===== config.mk =====
export PLATFORM = sky130hd
export DESIGN_NAME = chronos_fetch
export DESIGN_NICKNAME = d
export VERILOG_FILES = /design/src/rtl/chronos_pkg.sv /design/src/rtl/chronos_sync_fifo.sv /design/src/rtl/chronos_fetch.sv
export SDC_FILE = /design/constraint.sdc
export NUM_CORES = 1
export LEC_CHECK = 0
export CORE_AREA = 2 2 158 160
export CTS_CLUSTER_DIAMETER = 150
export CTS_CLUSTER_SIZE = 12
export DETAILED_ROUTE_END_ITERATION = 12
export DIE_AREA = 0 0 160 162
export PLACE_DENSITY_LB_ADDON = 0.1
export SYNTH_ARGS = -nofsm -noshare
export SYNTH_HDL_FRONTEND = slang
export SYNTH_SLANG_ARGS = --single-unit

===== constraint.sdc =====
create_clock -name clk -period 4.5 [get_ports clk]
set_clock_uncertainty 0.15 [all_clocks]
set_input_delay 0.45 -clock clk [delete_from_list [all_inputs] [get_ports clk]]
set_output_delay 0.45 -clock clk [all_outputs]
set_load 0.03 [all_outputs]

===== src/rtl/chronos_pkg.sv =====
// Shared constants and types for the Chronos RV32I front end.
package chronos_pkg;

  localparam int XLEN = 32;
  localparam int ILEN = 32;
  localparam logic [XLEN-1:0] RESET_PC = 32'h0000_0000;

  typedef struct packed {
    logic [XLEN-1:0] pc;
    logic [ILEN-1:0] inst;
  } fetch_entry_t;

endpackage


===== src/rtl/chronos_sync_fifo.sv =====
// Synchronous FIFO with wrap-bit pointers, synchronous flush and an occupancy count.
module chronos_sync_fifo
  import chronos_pkg::*;
#(
  parameter int WIDTH = 64,
  parameter int DEPTH = 4
) (
  input  logic                     clk,
  input  logic                     rst,
  input  logic                     flush,
  input  logic                     push,
  input  logic [WIDTH-1:0]         wdata,
  input  logic                     pop,
  output logic [WIDTH-1:0]         rdata,
  output logic                     empty,
  output logic                     full,
  output logic [$clog2(DEPTH):0]   count
);

  localparam int AW = $clog2(DEPTH);

  logic [AW:0]      wptr, rptr;
  logic [WIDTH-1:0] mem [DEPTH];
  logic             do_push, do_pop;

  assign do_push = push && !full;
  assign do_pop  = pop && !empty;

  // Same slot index with differing wrap bits means the writer lapped the reader.
  assign empty = (wptr == rptr);
  assign full  = (wptr[AW] != rptr[AW]) && (wptr[AW-1:0] == rptr[AW-1:0]);
  assign count = wptr - rptr;
  assign rdata = mem[rptr[AW-1:0]];

  always_ff @(posedge clk) begin
    if (!rst || flush) begin
      wptr <= '0;
      rptr <= '0;
    end else begin
      if (do_push) wptr <= wptr + (AW+1)'(1);
      if (do_pop)  rptr <= rptr + (AW+1)'(1);
    end
  end

  always_ff @(posedge clk) begin
    if (do_push) mem[wptr[AW-1:0]] <= wdata;
  end

endmodule


===== src/rtl/chronos_fetch.sv =====
// Instruction-fetch stage: owns the PC, issues credit-limited word requests,
// buffers in-order responses with their PCs and supports flush-on-redirect.
module chronos_fetch #(
  parameter int              XLEN     = chronos_pkg::XLEN,
  parameter logic [XLEN-1:0] RESET_PC = XLEN'(chronos_pkg::RESET_PC),
  parameter int              DEPTH    = 4
) (
  input  logic                          clk,
  input  logic                          rst,
  output logic                          imem_req_valid,
  input  logic                          imem_req_ready,
  output logic [XLEN-1:0]               imem_req_addr,
  input  logic                          imem_rsp_valid,
  input  logic [chronos_pkg::ILEN-1:0]  imem_rsp_data,
  input  logic                          redirect_valid,
  input  logic [XLEN-1:0]               redirect_pc,
  output logic                          out_valid,
  input  logic                          out_ready,
  output logic [chronos_pkg::ILEN-1:0]  out_inst,
  output logic [XLEN-1:0]               out_pc
);
  import chronos_pkg::*;

  localparam int CW = $clog2(DEPTH) + 1;

  logic [XLEN-1:0]      fetch_pc, rsp_pc, target;
  logic [CW-1:0]        inflight, drop, fifo_count;
  logic                 fifo_empty, fifo_full;
  logic                 rsp_fire, rsp_keep, req_fire, push, pop;
  logic [XLEN+ILEN-1:0] wdata, rdata;

  assign target   = {redirect_pc[XLEN-1:2], 2'b00};
  assign rsp_fire = imem_rsp_valid && (inflight != '0);
  assign rsp_keep = rsp_fire && (drop == '0);

  // Buffered plus outstanding never exceeds DEPTH, so every response has a slot.
  assign imem_req_valid = rst && !redirect_valid &&
                          (({1'b0, fifo_count} + {1'b0, inflight}) < (CW+1)'(DEPTH));
  assign imem_req_addr  = fetch_pc;
  assign req_fire       = imem_req_valid && imem_req_ready;

  assign push      = rsp_keep && !redirect_valid;
  assign out_valid = rst && !fifo_empty;
  assign pop       = out_valid && out_ready && !redirect_valid;
  assign wdata     = {rsp_pc, imem_rsp_data};
  assign {out_pc, out_inst} = rdata;

  chronos_sync_fifo #(
    .WIDTH (XLEN + ILEN),
    .DEPTH (DEPTH)
  ) u_fifo (
    .clk   (clk),
    .rst   (rst),
    .flush (redirect_valid),
    .push  (push),
    .wdata (wdata),
    .pop   (pop),
    .rdata (rdata),
    .empty (fifo_empty),
    .full  (fifo_full),
    .count (fifo_count)
  );

  always_ff @(posedge clk) begin
    if (!rst) begin
      fetch_pc <= RESET_PC;
      rsp_pc   <= RESET_PC;
      inflight <= '0;
      drop     <= '0;
    end else begin
      inflight <= inflight + CW'(req_fire) - CW'(rsp_fire);
      if (redirect_valid) begin
        fetch_pc <= target;
        rsp_pc   <= target;
        // Everything still outstanding after this cycle's response is stale.
        drop     <= inflight - CW'(rsp_fire);
      end else begin
        if (req_fire) fetch_pc <= fetch_pc + XLEN'(4);
        if (push)     rsp_pc   <= rsp_pc + XLEN'(4);
        if (rsp_fire && (drop != '0)) drop <= drop - CW'(1);
      end
    end
  end

  always_ff @(posedge clk) begin
    if (rst) begin
      assert (!(imem_rsp_valid && (inflight == '0)));
      assert (!$isunknown(redirect_valid));
      assert (!(push && fifo_full));
    end
  end

endmodule


# After elaboration in Yosys (flattened, before gate mapping)
# Memories as Yosys holds them, arrays and structs flattened. A register that Yosys moved wholly into a read port is not among the register bits.
# Index checks and enable logic that the tools add are counted.
totals:
  in_bits: 70
  elab_cells: 59
  regBits: 76
  mem_bits_rw: 256
  memories: 1
op_classes:
  eq_ne: 3
  addsub: 10
  n_mux: 10
  n_reduce_logical: 25
  bitwise: 1
  order_cmp: 1
memory_table:
  columns: ["name", "depth", "width", "read_ports", "rd_ports_with_merged_regs", "wr", "line_no", "rtl"]
  rows:
  - ["u_fifo.mem", 4, 64, 1, 1, 1, "chronos_sync_fifo.sv:23", "logic [WIDTH-1:0] mem [DEPTH];"]
ops:
  columns: ["op", "count"]
  rows:
  - ["$mux W32", 4]
  - ["$add A32 B3 Y32 const B", 2]
  - ["$logic_and A1 B1 Y1", 13]
  - ["$add A3 B1 Y3 const B", 2]
  - ["$mux W3", 2]
  - ["$reduce_bool A2 Y1", 3]
  - ["$reduce_bool A3 Y1", 2]
  - ["$sub A3 B1 Y3", 2]
  - ["$add A3 B3 Y4", 1]
  - ["$logic_not A1 Y1", 4]
  - ["$lt A4 B3 Y1 const B", 1]
  - ["$mux W2", 2]
  - ["$add A3 B1 Y3", 1]
  - ["$eq A3 B3 Y1", 1]
  - ["$logic_not A3 Y1", 1]
  - ["$sub A3 B1 Y3 const B", 1]
  - ["$sub A3 B3 Y3", 1]
  - ["$eq A2 B2 Y1", 1]
  - ["$mux W1", 2]
  - ["$reduce_or A2 Y1", 1]
  - ["$logic_or A1 B1 Y1", 1]
  - ["$ne A1 B1 Y1", 1]
  - ["$not A1 Y1", 1]

# Depth between registers and ports, before layout
# Gate-level depths: netlist (run 1).
depth:
  word_depth: 8
  depth_mapped: 18
  ltp_nobuf: 16

# Cells and area by module
# From an unflattened synthesis (run 1), not the netlist that was laid out.
hier_totals:
  cells_unflattened: 859
  hier_area_um2: 13570.5
modules_own_cells:
  columns: ["module", "seq_area_each_um2", "cells_each", "n_inst", "area_each_um2"]
  rows:
  - ["chronos_sync_fifo", 7847.5, 392, 1, 9821.9]
  - ["chronos_fetch", 1321.3, 467, 1, 3748.6]

# Worst setup path after synthesis (run 1)
# OpenSTA, ideal clock, no wires.
synth_timing:
  path_type: "flip-flop to flip-flop"
  start: "register u_fifo.wptr[0]"
  end: "register inflight[2]"
  setup_slack_ns: 1.168
  path_stages_with_launch: 19
  synth_period_minus_slack_ns: 3.332
  arrival_ns: 3.054
  path_cell_list: "dfxtp_1 -> inv_1 -> ha_1 -> inv_1 -> fa_1 -> xor2_1 -> ha_1 -> nor3b_2 -> and4_1 -> buf_6 -> inv_2 -> buf_2 -> ha_1 -> inv_1 -> ha_1 -> inv_1 -> fa_1 -> xnor2_1 -> nor2_1"
synth_between:
  elab_chain_cells: 7
synth_lines:
  columns: ["element", "line_no", "rtl"]
  rows:
  - ["start, declared", "chronos_sync_fifo.sv:22", "logic [AW:0] wptr, rptr;"]
  - ["start signal, assigned", "chronos_sync_fifo.sv:40", "if (do_push) wptr <= wptr + (AW+1)'(1);"]
  - ["$sub A3 B3 Y3", "chronos_sync_fifo.sv:32", "assign count = wptr - rptr;"]
  - ["$add A3 B3 Y4", "chronos_fetch.sv:38", "(({1'b0, fifo_count} + {1'b0, inflight}) < (CW+1)'(DEPTH));"]
  - ["$lt A4 B3 Y1", "chronos_fetch.sv:38", null]
  - ["$logic_and A1 B1 Y1", "chronos_fetch.sv:37", "assign imem_req_valid = rst && !redirect_valid &&"]
  - ["$logic_and A1 B1 Y1", "chronos_fetch.sv:40", "assign req_fire = imem_req_valid && imem_req_ready;"]
  - ["$add A3 B1 Y3", "chronos_fetch.sv:71", "inflight <= inflight + CW'(req_fire) - CW'(rsp_fire);"]
  - ["$sub A3 B1 Y3", "chronos_fetch.sv:71", null]
  - ["end signal, assigned", "chronos_fetch.sv:71", null]
  - ["end, declared", "chronos_fetch.sv:27", "logic [CW-1:0] inflight, drop, fifo_count;"]
# No other way between the ends.
# A chain may end at the register's enable or synchronous reset.

# Worst setup path after layout (run 1)
layout_timing:
  start: "register u_fifo.wptr[0]"
  end: "output imem_req_valid"
layout_between:
  elab_chain_cells: 4
layout_lines:
  columns: ["element", "line_no", "rtl"]
  rows:
  - ["$sub A3 B3 Y3", "chronos_sync_fifo.sv:32", null]
  - ["$add A3 B3 Y4", "chronos_fetch.sv:38", null]
  - ["$lt A4 B3 Y1", "chronos_fetch.sv:38", null]
  - ["$logic_and A1 B1 Y1", "chronos_fetch.sv:37", null]
  - ["end, declared", "chronos_fetch.sv:10", "output logic imem_req_valid,"]
# No other way between the ends.

==> results of run 1 <==
## registers in the layout, indices dropped and copies added, names as in the netlist, named ones only
name and count:
drop 3, inflight 3, rsp_pc 30, imem_req_addr 30
u_fifo.rptr 3, u_fifo.mem 248, u_fifo.wptr 3
## routing by layer
| metal | routed length (um) | part of all wire, % | global-route usage (%) |
|---|---|---|---|
| met1 | 12000 | 46 | 30.3 |
| met2 | 12100 | 46 | 32.4 |
| met3 | 1720 | 6.6 | 3.58 |
| met4 | 274 | 1.1 | 3.73 |
| met5 | 0 | 0 | 0 |
## cells by family (layout without fill, tap and decap cells)
group	Yosys count	after routing
buffers and inverters	66	251
muxes	72	72
DFF	322	322
other	1	4
and+or+nand+nor	189	189
xor gates and xnor gates	40	40
AOI/OAI and AO/OA	126	126
adders and majority gates	19	19
## power groups by stage
stage / combinational, mW / sequential (mW) / clock (mW)
CTS: 0.840 / 3.45 / 2.35
floorplan: 0.485 / 3.51 / 0
global placement: 0.828 / 3.50 / 0
global route: 0.905 / 3.46 / 2.48
finish: 0.834 / 3.45 / 2.29
detailed placement: 0.836 / 3.51 / 0
## layout by cell type, fill, tap and decap left out, types with 4 or more instances in the layout
| cell | instances |
|---|---|
| and2_1 | 4 |
| mux2_2 | 4 |
| buf_4 | 10 |
| and4_1 | 8 |
| conb_1 | 4 |
| mux2_1 | 5 |
| and3_1 | 11 |
| nand3_1 | 26 |
| mux4_2 | 62 |
| a31oi_1 | 13 |
| and2_2 | 4 |
| nand4_1 | 13 |
| nor2_1 | 28 |
| ha_1 | 17 |
| edfxtp_1 | 248 |
| clkbuf_16 | 31 |
| nor4_1 | 14 |
| buf_12 | 4 |
| dfxtp_1 | 72 |
| xor2_1 | 11 |
| o21ai_0 | 45 |
| or3_1 | 9 |
| clkdlybuf4s50_1 | 161 |
| a21oi_1 | 52 |
| clkbuf_1 | 24 |
| nor3_1 | 10 |
| inv_1 | 18 |
| nand2_1 | 45 |
| xnor2_1 | 29 |
## cells in the mapped netlist, drive strengths merged, types with 11 or more instances
cell type and count:
buf 18, o21ai 45, nand4 16, nand2 45, a31oi 13, xnor2 29
mux4 62, and3 12, dfxtp 74, nor4 15, xor2 11, nand3 26
a21oi 52, clkbuf 28, inv 20, nor2 28, ha 17, edfxtp 248
## worst max-delay path, cell delays in order (launching register included)
cell             delay (ns)
dfxtp_1                0.34
inv_1                  0.13
ha_1                   0.16
inv_1                  0.05
fa_1                   0.37
xor2_1                 0.18
ha_1                   0.22
nor3b_2                0.16
and3_1                 0.20
clkdlybuf4s50_1        0.67
## how the worst max path moves through the flow
| stage | start | to | cells after the start |
|---|---|---|---|
| after CTS | u_fifo.wptr[0] | imem_req_valid | 9 |
| after global placement | redirect_valid | inflight[2] | 11 |
| after floorplan | u_fifo.wptr[0] | inflight[2] | 18 |
| final | u_fifo.wptr[0] | imem_req_valid | 9 |
| after global routing | u_fifo.wptr[0] | imem_req_valid | 9 |
| after detailed placement | redirect_valid | inflight[2] | 11 |
## cell type report
type                            instances  area, um^2  share of cell area, %
Sequential cell                       322        8930                   56.1
Multi-Input combinational cell        450        3870                   24.3
Timing Repair Buffer                  175        1770                   11.1
Clock buffer                           56         880                   5.52
Tap cell                              324         405                   2.54
Inverter                               20        75.1                  0.471
## stage by stage
step / util [%] / hold slack [ns] / setup WS (ns)
detailed placement: 62.4 / 0.340 / 1.06
floorplan: - / 0.317 / 1.17
CTS: 66.1 / 0.354 / 0.869
global placement: 62.4 / 0.331 / 1.08
global route: 66.1 / 0.372 / 0.677
finish: 66.1 / 0.359 / 0.895
==> results.cfg, run 1 <==
[min_path]
min_from = imem_req_addr[31]
min_path_type = reg -> reg
min_path_cells = 2
min_to = imem_req_addr[31]

[cells_and_area]
post-route-cell-area_um2 = 15900
layout-drive-gt1-share_pct = 12.5
fillCellCount = 1770
area_growth_pct = 21.5
n_antenna_cell = 0
nets = 1088
fin_cells = 1347

[synthesis]
synth_compound_area_share_pct = 5.37
synth_fa_ha_area_share_pct = 1.93
ys_types = 54
netlist_area_um2 = 13100
synth_area_leader_cell = edfxtp_1
yosys-top-cells-area = edfxtp_1 57%, dfxtp_1 11%, mux4_2 11%, a21oi_1 2.0%, xnor2_1 1.9%
synthXorXnorAreaFrac_pct = 2.67
netlist.area_leader.share_pct = 56.8
ys.flop_type = edfxtp_1
synth_top_family_by_area = multiplexers
avgSynthCellArea_um2 = 15.7
synth-edff-count = 248
yosys.area_share.simple_pct = 7.90
ys_seq_area_share_pct = 68.1
synth.area.mux_share_pct = 11.5
ys_warn_count = 0
syn_inst = 835
ys_ff_latch = 322
postSynth.asyncResetShare_pct = 0

[worst_setup_path]
end_kind = output port
r2r-end = inflight[2]
worstPathRequired_ns = 3.90
critical_path_class = reg -> out
cp.arrival_ns = 3.00
r2r_setup_slack_ns = 1.10
crit_fanout = 4
r2r_cells = 16
r2r_start = u_fifo.wptr[0]
cp-start-kind = flip-flop

[global_routing]
grt_pass1_vias = 7651
grt_util_all_layers_pct = 20.4
grt_max_degree = 79
antenna_found_initial = 0
grt_overflow_total = 0
grt_pass1_wl_um = 41600

[power_and_ir_drop]
switching_share_pct = 23.6
p_sw_mw = 1.55
seqPwrFrac_pct = 52.5
clockPowerShare_pct = 34.8
peakVddDrop_mv = 0.240
total_power_mw = 6.57
intPower_mw = 5.02
combPwrFrac_pct = 12.7
p_leak_nw = 5.10
p_per_area_nw_per_um2 = 413

[sta]
slew_headroom_pct = 45.0
post-route-period-util_pct = 80.1
finalMaxSlewViolations = 0
rsz0062_at_grt = false
hold_violations = 0
min_period_ns = 3.60
tightest_slew_ns = 0.822
fin_tns_setup_ns = 0
fmax_mhz = 277
finalSetupViolations = 0

[clock_tree]
cts_root_buf = clkbuf_16
clk_pin_slew_ns = 0.06
cts_hold_buf = 0
cts_buffers = 30
post-cts-setup-buffers = 0
clock_path_buffers = 3
ctsResizeCount = 0
cts_max_level = 1
clkLatencyLatePin_ns = 0.53
cts_tree = built
cts.sinks = 322

[place]
hpwl_um = 16700
dp.cells = 1291
portBuffers = 161
dpl_cell_area_um2 = 15000
gp_congestion = 0.821

[routing]
wl_um = 26100
avgRoutedWirePerCell_um = 19.4
vias = 7553
drtIter0Drc = 550
via_per_inst = 5.61
drc = 0
antenna_left = 0
firstDrtPassIters = 4

[flow_run]
maxCapViolCount = 0

[floorplanning]
initial_core_util_pct = 54.4
core_um2 = 24100
num_rows = 57
pin_count = 168
dieArea_um2 = 25900
die_h_um = 162
die_w_um = 160

[outcome]
status = complete, no violations
Power figures use the tool's default switching activity.
==> run 2: changes to the inputs <==
==> constraint.sdc (replaced) <==
create_clock -name clk -period 3.67 [get_ports clk]
set_clock_uncertainty 0.15 [all_clocks]
set_input_delay 0.367 -clock clk [delete_from_list [all_inputs] [get_ports clk]]
set_output_delay 0.367 -clock clk [all_outputs]
set_load 0.03 [all_outputs]
==> run 2 against run 1 <==
Against the previous run:
- utilization up 0.43 points
- design area is 0.65% higher
- critical path depth did not move
- power grew 23%
- combinational power is 24% higher
- worst setup slack worse by 0.70 ns
- wire length grew 0.91%
- non-clock buffer count increased by 6
- cell count increased by 0.37%
==> results.cfg, run 2 (synthesis gave the netlist of run 1 again) <==
[worst_setup_path]
worstPathRequired_ns = 3.15
setup.worst_path.start = u_fifo.wptr[0]
r2r-end = inflight[2]
critPathCapture = imem_req_valid
critical_path_class = reg -> out
crit_fanout = 4
cp-start-kind = flip-flop
r2r_setup_slack_ns = 0.48
end_kind = output port
r2r_cells = 16
r2r_start = u_fifo.wptr[0]
cp.arrival_ns = 2.96

[power_and_ir_drop]
seqPwrFrac_pct = 52.4
combPwrFrac_pct = 12.7
switching_share_pct = 23.7
p_per_area_nw_per_um2 = 503
peakVddDrop_mv = 0.369
clockPowerShare_pct = 34.8
p_sw_mw = 1.91
p_leak_nw = 5.14
intPower_mw = 6.15

[floorplanning]
num_rows = 57
die_h_um = 162
core_um2 = 24100
dieArea_um2 = 25900
pin_count = 168
initial_core_util_pct = 54.4
die_w_um = 160

[sta]
slew_headroom_pct = 50.6
rsz0062_at_grt = false
min_period_ns = 3.48
fin_tns_setup_ns = 0
fmax_mhz = 287
post-route-period-util_pct = 94.8
hold_violations = 0
finalMaxSlewViolations = 0
finalSetupViolations = 0
tightest_slew_ns = 0.741

[flow_run]
maxCapViolCount = 0

[clock_tree]
clk_pin_slew_ns = 0.06
clkLatencyLatePin_ns = 0.54
post-cts-setup-buffers = 0
cts_tree = built
cts_root_buf = clkbuf_16
cts_hold_buf = 0
ctsResizeCount = 0
cts_max_level = 1
cts_buffers = 30
clock_path_buffers = 3
cts.sinks = 322

[place]
hpwl_um = 16700
portBuffers = 161
gp_congestion = 0.827

[global_routing]
grt_util_all_layers_pct = 20.3
grt_overflow_total = 0
grt_pass1_vias = 7561
grt_use_met1_pct = 30.5
grt_max_degree = 79
grt_busiest_layer = met2
antenna_found_initial = 0
grt_pass1_wl_um = 41800
use_met3_pct = 3.22
grt_use_met2_pct = 31.7

[routing]
drtIter0Drc = 572
drc = 0
antenna_left = 0
firstDrtPassIters = 5
via_per_inst = 5.71
avgRoutedWirePerCell_um = 19.5
vias = 7715
wl_um = 26300

[cells_and_area]
nets = 1094
final_cell_mix = 248 x edfxtp_1, 161 x clkdlybuf4s50_1, 72 x dfxtp_1
area_growth_pct = 22.3
final_common_cell = edfxtp_1
layout-drive-gt1-share_pct = 13.0
n_antenna_cell = 0
fillCellCount = 1736
fin_util_pct = 66.5
largest_reg_flops = 248

[outcome]
status = complete, no violations

[min_path]
min_path_cells = 3
min_path_type = in -> reg
[run 2: cell types whose count changed in the layout (fill, tap and decap cells not counted)]
cell      delta
buf_12       +5
buf_4        +1
clkbuf_1     -1
[run 2: through the flow]
step	hold slack [ns]	instance area (um^2)	worst slack (ns)	instances	power, mW
3_3_place_gp	0.334	15200	0.511	1297	5.32
6_report	0.309	16000	0.191	1352	8.06
5_1_grt	0.302	16000	0.0231	1352	8.38
3_5_place_dp	0.333	15200	0.447	1297	5.34
2_1_floorplan	0.316	13100	0.338	838	4.90
4_1_cts	0.285	16000	0.156	1352	8.14
[run 2: power by group through the flow]
stage / Combinational (mW) / Clock (mW) / Sequential (mW)
3_3_place_gp: 1.02 / 0 / 4.30
3_5_place_dp: 1.03 / 0 / 4.30
6_report: 1.03 / 2.81 / 4.23
4_1_cts: 1.04 / 2.88 / 4.22
2_1_floorplan: 0.594 / 0 / 4.31
5_1_grt: 1.12 / 3.02 / 4.24
[run 2: worst max-delay path, stage by stage (launching register included)]
cell             delay (ns)
dfxtp_1                0.35
inv_1                  0.12
ha_1                   0.16
inv_1                  0.05
fa_1                   0.37
xor2_1                 0.17
ha_1                   0.26
nor2_1                 0.11
and3_1                 0.18
clkdlybuf4s50_1        0.67
[run 2: cell type report]
cell class,instances,area (um^2),area share [%]
flip-flops and latches,322,8930,55.7
multi-input cells,450,3870,24.1
repair buffers,181,1870,11.7
clock buffers,55,876,5.46
well taps,324,405,2.53
inverters,20,75.1,0.468
[run 2: how the worst min path moves through the flow]
| stage | start | endpoint | slack [ns] |
|---|---|---|---|
| after CTS | redirect_pc[21] | imem_req_addr[21] | 0.28 |
| final | redirect_pc[21] | imem_req_addr[21] | 0.31 |
| after floorplan | imem_rsp_data[0] | u_fifo.mem[0][0] | 0.32 |
| after global routing | imem_rsp_data[2] | u_fifo.mem[1][2] | 0.30 |
| after detailed placement | imem_req_addr[31] | imem_req_addr[31] | 0.33 |
| after global placement | imem_req_addr[31] | imem_req_addr[31] | 0.33 |
[run 2: per-layer routing]
layer	up-vias	part of all wire (%)
met4	0	1.5
met5	-	0
met1	3821	46
li1	3607	-
met2	255	46
met3	32	6.3
==> run 3: changes to the inputs <==
--- a/config.mk
+++ b/config.mk
@@ -10,7 +10,7 @@
 export CTS_CLUSTER_SIZE = 12
 export DETAILED_ROUTE_END_ITERATION = 12
 export DIE_AREA = 0 0 160 162
-export PLACE_DENSITY_LB_ADDON = 0.1
+export PLACE_DENSITY = 0.78
 export SYNTH_ARGS = -nofsm -noshare
 export SYNTH_HDL_FRONTEND = slang
 export SYNTH_SLANG_ARGS = --single-unit
==> constraint.sdc (replaced) <==
create_clock -name clk -period 3.89 [get_ports clk]
set_clock_uncertainty 0.15 [all_clocks]
set_input_delay 0.389 -clock clk [delete_from_list [all_inputs] [get_ports clk]]
set_output_delay 0.389 -clock clk [all_outputs]
set_load 0.1 [all_outputs]
==> run 3 against run 2 <==
Against the previous run:
- die area unchanged
- utilization is 0.76 points lower
- global-route usage increased by 0.18 points
- clock-buffer cell count rose by 1
- sequential cell count is the same
- sequential share of layout area is 0.65 points higher
- design area shrank 1.1%
- non-clock buffer count down 4
- sequential power down 5.7%
- combinational power grew 42%
- critical endpoint is now out_pc[20]
- wire length up 1.5%
==> results.cfg, run 3 (synthesis gave the netlist of run 1 again) <==
[sta]
fmax_mhz = 299
slew_headroom_pct = 32.3
hold_violations = 0
hold_ws_ns = 0.317
tightest_slew_ns = 1.01
rsz0062_at_grt = false
fin_tns_setup_ns = 0
post-route-period-util_pct = 85.9
min_period_ns = 3.34
setup_ws_ns = 0.547
finalSetupViolations = 0
finalMaxSlewViolations = 0

[clock_tree]
cts_tree = built
post-cts-setup-buffers = 0
cts_buffers = 30
clk_pin_slew_ns = 0.06
clock_path_buffers = 3
ctsResizeCount = 0
clkLatencyLatePin_ns = 0.54
cts_hold_buf = 0
cts.sinks = 322
cts_max_level = 1
cts_root_buf = clkbuf_16

[global_routing]
grt_pass1_wl_um = 41900
grt_overflow_total = 0
grt_pass1_vias = 7596
grt_util_all_layers_pct = 20.5
grt_max_degree = 79
antenna_found_initial = 0

[place]
portBuffers = 161
dpl_cell_area_um2 = 15000
dp.cells = 1293
pre_cts_ws_ns = 0.666
hpwl_um = 17100
gp_congestion = 0.820

[cells_and_area]
area_growth_pct = 20.9
largest_reg_flops = 248
nets = 1090
final_cell_mix = 248 x edfxtp_1, 113 x clkdlybuf4s50_1, 72 x dfxtp_1
fin_util_pct = 65.7
post-route-cell-area_um2 = 15800
n_antenna_cell = 0
fin_cells = 1349
final_common_cell = edfxtp_1
layout-drive-gt1-share_pct = 17.4

[power_and_ir_drop]
switching_share_pct = 28.6
seqPwrFrac_pct = 49.2
peakVddDrop_mv = 0.394
p_sw_mw = 2.32
combPwrFrac_pct = 18.0
clockPowerShare_pct = 32.8
p_per_area_nw_per_um2 = 512
total_power_mw = 8.11
intPower_mw = 5.79
p_leak_nw = 5.16

[routing]
via_per_inst = 5.75
firstDrtPassIters = 5
drtIter0Drc = 557
vias = 7755
antenna_left = 0
avgRoutedWirePerCell_um = 19.8
drc = 0
wl_um = 26700

[worst_setup_path]
crit_family = buffers and inverters
end_kind = output port
r2r_start = u_fifo.wptr[0]
slowest_stage = clkdlybuf4s50_1
crit_fanout = 23
worstPathCellList = mux4_2 > clkdlybuf4s50_1
cp-start-kind = flip-flop
slowest_delay_ns = 0.99
r2r_cells = 11
r2r-end = imem_req_addr[25]
cp.arrival_ns = 2.80
crit_buf_inv = 1
cp.depth = 2
critical_path_class = reg -> out
r2r_setup_slack_ns = 0.67
worstPathRequired_ns = 3.35

[floorplanning]
die_w_um = 160
pin_count = 168
core_um2 = 24100
initial_core_util_pct = 54.4
dieArea_um2 = 25900
num_rows = 57
die_h_um = 162

[flow_run]
maxCapViolCount = 0

[min_path]
min_path_type = in -> reg
min_from = redirect_pc[4]
min_path_cells = 3
min_to = rsp_pc[4]

[outcome]
status = complete, no violations
-- run 3: changes by cell type in the layout (fill, tap and decap cells not counted) --
cell	change
buf_12	-3
clkdlybuf4s50_1	-48
buf_4	+47
clkbuf_1	+1
-- run 3: final cells by class --
class	count	area, um^2
Fill cell	1766	8260
Timing Repair Buffer	177	1690
Multi-Input combinational cell	450	3870
Sequential cell	322	8930
Inverter	20	75.1
Clock buffer	56	880
Tap cell	324	405
-- run 3: how the worst max path moves through the flow --
stage / from / end / slack [ns]
after floorplan: u_fifo.wptr[0] / inflight[2] / 0.56
after global placement: u_fifo.wptr[0] / inflight[2] / 0.69
after detailed placement: u_fifo.wptr[0] / inflight[2] / 0.67
after CTS: flip-flop / out_pc[20] / 0.49
after global routing: u_fifo.wptr[0] / imem_req_addr[25] / 0.42
final: flip-flop / out_pc[20] / 0.55
-- run 3: worst min-delay path, cell delays in order --
cell,delay [ns]
clkdlybuf4s50_1,0.40
nand2_1,0.10
a21oi_1,0.06
-- run 3: layer usage --
| metal | GRT usage (%) | up-vias | share of wire [%] |
|---|---|---|---|
| met4 | 3.64 | 0 | 1.3 |
| met2 | 33.4 | 289 | 47 |
| li1 | - | 3596 | - |
| met5 | 0 | - | 0 |
| met1 | 30.0 | 3841 | 45 |
| met3 | 3.45 | 29 | 7.3 |
-- run 3: power groups by stage --
stage / registers, mW / clock network [mW] / logic [mW]
finish: 3.99 / 2.66 / 1.46
global route: 4.01 / 2.84 / 1.53
CTS: 3.99 / 2.71 / 1.47
detailed placement: 4.06 / 0 / 1.46
global placement: 4.05 / 0 / 1.45
floorplan: 4.16 / 0 / 0.967
